==> src/rtl/rr_arbiter8.sv <==
// rr_arbiter8: 8-way round-robin arbiter with a registered one-hot grant.
// A grant is held until the owner raises DONE; priority then rotates to the
// requester after the owner, with a zero-bubble handoff when others wait.
// Optional forced release after MAX_HOLD cycles: define RR_ARB_TIMEOUT_EN.
module rr_arbiter8 #(
  parameter int unsigned MAX_HOLD = 16
) (
  input  logic       CLK,
  input  logic       RST_N,
  input  logic [7:0] REQ,
  input  logic       DONE,
  output logic [7:0] GNT,
  output logic       GNT_VALID,
  output logic [2:0] GNT_ID,
  output logic       TIMEOUT
);

  // The hold counter is 8 bits wide, so the hold limit must fit in it.
  if (MAX_HOLD < 1 || MAX_HOLD > 255) begin : g_max_hold_range
    $error("rr_arbiter8: MAX_HOLD must be within 1..255");
  end

  typedef enum logic {
    ST_IDLE,
    ST_GRANT
  } state_t;

  state_t     state_q;
  logic [7:0] gnt_q;
  logic [2:0] gnt_id_q;
  logic [2:0] ptr_q;
  logic       timeout_q;

  logic [2:0] ptr_adv;
  logic [7:0] req_masked;
  logic [3:0] idle_pick;
  logic [3:0] hand_pick;
  logic       hold_expired;
  logic       do_release;

  // Returns {found, index} of the first set request scanning from ptr upward,
  // wrapping modulo 8.
  function automatic logic [3:0] pick(input logic [7:0] req,
                                      input logic [2:0] ptr);
    logic [3:0] res;
    logic [2:0] idx;
    res = '0;
    for (int unsigned k = 0; k < 8; k++) begin
      idx = ptr + 3'(k);
      if (!res[3] && req[idx]) res = {1'b1, idx};
    end
    return res;
  endfunction

  // Winner selection for a fresh grant from IDLE and for a handoff on release;
  // the handoff excludes the outgoing owner and starts just after it.
  always_comb begin
    ptr_adv    = gnt_id_q + 3'd1;
    req_masked = REQ & ~gnt_q;
    idle_pick  = pick(REQ, ptr_q);
    hand_pick  = pick(req_masked, ptr_adv);
  end

`ifdef RR_ARB_TIMEOUT_EN
  logic [7:0] cnt_q;

  // DONE on the limit cycle wins, so the forced-release path stays silent.
  always_comb begin
    hold_expired = (cnt_q == 8'(MAX_HOLD - 1)) && !DONE;
  end
`else
  always_comb begin
    hold_expired = 1'b0;
  end
`endif

  // A release is requested by the owner or forced by the hold limit.
  always_comb begin
    do_release = DONE | hold_expired;
  end

  // Arbitration FSM; all outputs are registered here.
  always_ff @(posedge CLK or negedge RST_N) begin
    if (!RST_N) begin
      state_q   <= ST_IDLE;
      gnt_q     <= '0;
      gnt_id_q  <= '0;
      ptr_q     <= '0;
      timeout_q <= 1'b0;
`ifdef RR_ARB_TIMEOUT_EN
      cnt_q     <= '0;
`endif
    end else begin
      timeout_q <= 1'b0;
      case (state_q)
        ST_IDLE: begin
          if (idle_pick[3]) begin
            state_q  <= ST_GRANT;
            gnt_q    <= 8'd1 << idle_pick[2:0];
            gnt_id_q <= idle_pick[2:0];
`ifdef RR_ARB_TIMEOUT_EN
            cnt_q    <= '0;
`endif
          end
        end
        ST_GRANT: begin
          if (do_release) begin
            ptr_q     <= ptr_adv;
            timeout_q <= hold_expired;
            if (hand_pick[3]) begin
              gnt_q    <= 8'd1 << hand_pick[2:0];
              gnt_id_q <= hand_pick[2:0];
`ifdef RR_ARB_TIMEOUT_EN
              cnt_q    <= '0;
`endif
            end else begin
              state_q <= ST_IDLE;
              gnt_q   <= '0;
            end
          end else begin
`ifdef RR_ARB_TIMEOUT_EN
            cnt_q <= cnt_q + 8'd1;
`endif
          end
        end
        default: begin
          state_q <= ST_IDLE;
          gnt_q   <= '0;
        end
      endcase
    end
  end

  assign GNT       = gnt_q;
  assign GNT_VALID = |gnt_q;
  assign GNT_ID    = gnt_id_q;
  assign TIMEOUT   = timeout_q;

endmodule

==> config.mk <==
export PLATFORM = sky130hd
export DESIGN_NAME = rr_arbiter8
export DESIGN_NICKNAME = d
export VERILOG_FILES = /design/src/rtl/rr_arbiter8.sv
export SDC_FILE = /design/constraint.sdc
export NUM_CORES = 1
export LEC_CHECK = 0
export ABC_CLOCK_PERIOD_IN_PS = 9700
export BUFFER_PORTS_ARGS = -buffer_cell sky130_fd_sc_hd__buf_4
export CELL_PAD_IN_SITES_DETAIL_PLACEMENT = 0
export CELL_PAD_IN_SITES_GLOBAL_PLACEMENT = 2
export CORE_UTILIZATION = 41
export DETAILED_ROUTE_END_ITERATION = 12
export PLACE_DENSITY = 0.89
export SETUP_SLACK_MARGIN = 0.3
export SLEW_MARGIN = 20
export SYNTH_ARGS = -nofsm -noshare
export SYNTH_HDL_FRONTEND = slang
export SYNTH_SLANG_ARGS = --single-unit
==> constraint.sdc <==
create_clock -name CLK -period 9.7 [get_ports CLK]
set_input_delay 1.94 -clock CLK [delete_from_list [all_inputs] [get_ports CLK]]
set_output_delay 1.94 -clock CLK [all_outputs]
set_load 0.05 [all_outputs]
* Word level (Yosys, flattened, before mapping)
Index checks and enable logic that the tools add are counted.
Widths: inputs -> output; s select.
** Word-level totals
- Register bits after elaboration :: 15
- Bits of input ports :: 11
- Output and inout port bits :: 13
- Word-level logic and storage cells :: 135
** Operators by class
- $add $sub $neg :: 15
- Magnitude comparators :: 16
- Equality and inequality tests :: 3
- Shift-type cells :: 2
- Muxes and demuxes :: 60
- Bitwise gates (word level) :: 3
- Reduce and logical (&&, ||, !) cells :: 32
** Operator list (count)
- $lt 3x4->1 const B :: 16
- $mux 4 :: 16
- $bmux 1 s3 :: 16
- $add 3x3->3 const B :: 8
- $mux 8 :: 3
- $mux 1 :: 19
- $pmux 8 s2 :: 1
- $shl 1x3->8 const A :: 2
- $logic_and 1x1->1 :: 14
- $logic_not 1->1 :: 14
- $add 3x2->3 const B :: 4
- $add 3x1->3 const B :: 3
- $mux 3 :: 3
- $and 8x8->8 :: 1
- $not 8->8 :: 1
- $reduce_or 8->1 :: 1
- $pmux 3 s2 :: 1
- $ne 2x2->1 const B :: 2
- $reduce_and 2->1 :: 2
- $reduce_and 3->1 :: 1
- $ne 2x1->1 const B :: 1
- $pmux 1 s2 :: 1
- $not 1->1 :: 1

* Depth between registers and ports, before layout
- Depth after elaboration :: 30
- Depth in mapped cells :: 14
- Depth with buffers taken out :: 10

* Worst setup path after synthesis
Ideal clock, no wire load.
- Path kind :: input -> register
- Start point :: input port REQ[5]
- End point :: register gnt_id_q[1] (netlist: GNT_ID[1])
- Setup time :: 0.124 ns
- Data arrival time :: 4.236 ns
- Data required time :: 9.576 ns
- Setup slack :: 5.340 ns
- Cell stages on the path :: 9
- Path buffers :: 1
- Cells stage by stage :: mux4_2 mux2_2 or4_1 nor4_2 o21bai_4 or2_1 buf_4 nor4_1 a211o_1
** On the way
- Word-level cells in the longest chain between the ends :: 28
- Elaborated cells on any way between the ends :: 84
- Classes of those cells :: 2 x eq/ne; 52 x mux; 1 x bitwise; 29 x reduce/logical
** Ends and longest elaborated chain
- start: declaration :: RTL line 10 : input logic [7:0] REQ,
- $and 8x8->8 :: RTL line 59 : req_masked = REQ & ~gnt_q;
- $bmux 1 s3 :: RTL line 50 : if (!res[3] && req[idx]) res = {1'b1, idx};
- $mux 1 (not written as such) :: RTL line 50
- $mux 4 :: RTL line 50
- $logic_not 1->1 :: RTL line 50
- $logic_and 1x1->1 :: RTL line 50
- $mux 4 :: RTL line 50
- $logic_not 1->1 :: RTL line 50
- [12 not listed]
- $logic_and 1x1->1 :: RTL line 50
- $mux 4 :: RTL line 50
- $logic_not 1->1 :: RTL line 50
- $logic_and 1x1->1 :: RTL line 50
- $mux 4 :: RTL line 50
- $mux 3 :: RTL line 110 : if (hand_pick[3]) begin
- $mux 3 :: RTL line 107 : if (do_release) begin
- $pmux 3 s2 :: RTL line 95 : case (state_q)
- end signal: assignment :: RTL line 100 : gnt_id_q <= idle_pick[2:0];
- end signal: assignment :: RTL line 112 : gnt_id_q <= hand_pick[2:0];
- end: declaration :: RTL line 30 : logic [2:0] gnt_id_q;
Parallel ways exist; a longest one is shown, timed or not. The select of a mux whose other input is x is not followed.
A chain may end at the register's enable or synchronous reset.

* Worst setup path in the final report
Same ends and word-level chain as after synthesis.

==> impl_metrics.json <==
{
  "clkLatencyLatePin_ps": 240,
  "min_period_ps": 4460,
  "async_flop_share": 1.00,
  "ys_types": 63,
  "port_buffers": 22,
  "n_antenna_cell": 0,
  "cts_sinks": 15,
  "yosys.area.top_type": "mux4_2",
  "end_kind": "flip-flop",
  "maxCapViolCount": 0,
  "fp.coreArea_um2": 6030,
  "clockRootBuffer": "clkbuf_8",
  "drive_gt1_frac": 0.219,
  "nets": 322,
  "grt_pass1_wl_mm": 11.9,
  "routed_wl_mm": 7.43,
  "clockBufferDepth": 2,
  "start_util": 0.433,
  "synth_edf_count": 0,
  "dieHeight_um": 81.8,
  "synthCells": 296,
  "cts_hold_buf": 0,
  "clock.fmax_ghz": 0.224,
  "vias": 2459,
  "rsz0062_at_grt": "false",
  "gp_congestion": 0.856,
  "yosysMostFrequentCell": "nand2_1",
  "period_share": 0.459,
  "synth_nets": 311,
  "setup_viol": 0,
  "slew_headroom": 0.390,
  "ctsHtreeMaxLevel": 1,
  "grt_max_degree": 24,
  "drv_slew": 0,
  "required_ps": 9830,
  "crit_fanout": 10,
  "drtPass1Iterations": 5,
  "remaining_drc_errors": 0,
  "cp-start-kind": "input port",
  "crit_type": "input port to flip-flop",
  "areaGrowthSynthToFinish_pct": 8.58,
  "dpl.hpwl_mm": 5.74,
  "setup_tns_ps": 0,
  "post_cts_buffers": 0,
  "netlist.area_leader.share": 0.190,
  "yosys_warnings": 0,
  "grtUsageTotal": 0.235,
  "cts_resized": 0,
  "ys_seq_elements": 15,
  "wire_per_inst_um": 19.5,
  "ys.flop_type": "dfrtp_1",
  "io_pins": 24,
  "netlist_top_cells_count": "nand2_1, mux4_2, mux2i_1",
  "arrival_ps": 4590,
  "worst_clock_skew_ps": 0.856,
  "fillers": 592,
  "netlist_area_um2": 2610,
  "path_clk_slew_ps": 60,
  "grt-ovfl-total": 0,
  "fp.dieW_um": 81.8,
  "status": "complete, no violations",
  "rows": 28,
  "yosys-top-cells-area": "mux4_2, dfrtp_1, mux2i_1, nand2_1, o21ai_0",
  "seq_area_frac_synth": 0.144,
  "dieArea_um2": 6690,
  "cts_buffers": 3,
  "hold_viol_final": 0,
  "grt_pass1_vias": 2263,
  "cts_tree": "yes",
  "hold_class": "flip-flop to flip-flop",
  "drtAntennaViolNets": 0,
  "antenna_found_initial": 0,
  "drt-vias-per-instance": 6.45,
  "tightest_slew_ps": 912,
  "synth.avg_cell_area_um2": 8.82,
  "first_iter_violations": 205
}
-- logic make-up after synthesis --
kind of cell,synth area share
AND/OR/NAND/NOR,0.242
XOR/XNOR,0.0201
AO/OA/AOI/OAI,0.240
adder cells (fa/ha/maj),0.0192
other,0.00144
flip-flops,0.144
buffers and inverters,0.0479
multiplexers,0.285
-- metal layers --
layer,wire (um),global-route usage
met5,0,0
met4,0,0.0316
met3,445,0.0133
met2,3330,0.369
met1,3650,0.361
-- worst max-delay path, cell delays in order --
cell and delay [ps]:
buf_4 140, mux4_2 490, mux2_2 350, or4_1 540, nor4_2 340, o21bai_4 250, or2_1 240, nor4_1 80
a211o_1 230
-- final timing paths --
check	startpoint	cells after the start	slack (ps)	to
max	REQ[5]	9	5240	GNT_ID[1]$_DFFE_PN0P_
max reg2reg	ptr_q[0]$_DFFE_PN0P_	10	5370	GNT[6]$_DFFE_PN0P_
min reg2reg	GNT_ID[1]$_DFFE_PN0P_	1	630	GNT_ID[1]$_DFFE_PN0P_
min in group asynchronous	RST_N	1	1540	GNT[4]$_DFFE_PN0P_
max in group asynchronous	RST_N	1	7980	state_q$_DFF_PN0_
min	GNT_ID[1]$_DFFE_PN0P_	1	630	GNT_ID[1]$_DFFE_PN0P_
-- state kept, by name, summed over array words and instances (netlist names) --
| name | count |
|---|---|
| ptr_q | 3 |
| state_q | 1 |
| GNT_ID | 3 |
| GNT | 8 |
-- cell usage in the layout, fill, tap and decap left out, types with 5 or more instances in the layout --
cell / netlist / routed
a21oi_1: 12 / 12
a221o_1: 5 / 5
and3b_1: 5 / 5
buf_4: 3 / 23
dfrtp_1: 15 / 15
inv_1: 9 / 9
mux2_2: 7 / 7
mux2i_1: 17 / 17
mux4_2: 22 / 22
nand2_1: 27 / 27
nand2b_1: 10 / 10
nand3_1: 5 / 5
nor2_1: 15 / 15
nor2b_1: 10 / 10
nor3b_1: 8 / 8
nor4_1: 8 / 8
o211ai_1: 6 / 6
o21ai_0: 16 / 16
o22ai_1: 6 / 6
xnor2_1: 5 / 5
-- through the flow --
step                      hold WS, ps   util  std cells  cell area (um^2)  worst slack, ps
after global routing              653  0.471        381              2840             4970
after global placement            611  0.463        377              2790             4990
after CTS                         623  0.471        381              2840             5260
final                             629  0.471        381              2840             5240
after detailed placement          609  0.463        377              2790             5010
after floorplan                   631      -        296              2610             5340
-- final cells by class --
type | count | area (um^2) | share of cell area
timing repair buffer | 23 | 173 | 0.0609
tap | 75 | 93.8 | 0.0331
inverter | 10 | 37.5 | 0.0132
clock buffer | 4 | 45.0 | 0.0159
sequential | 15 | 375 | 0.132
multi-input combinational | 254 | 2110 | 0.744
Power is not shown: default switching activity piles up to over one toggle a cycle in this logic, so the estimate is an artifact.
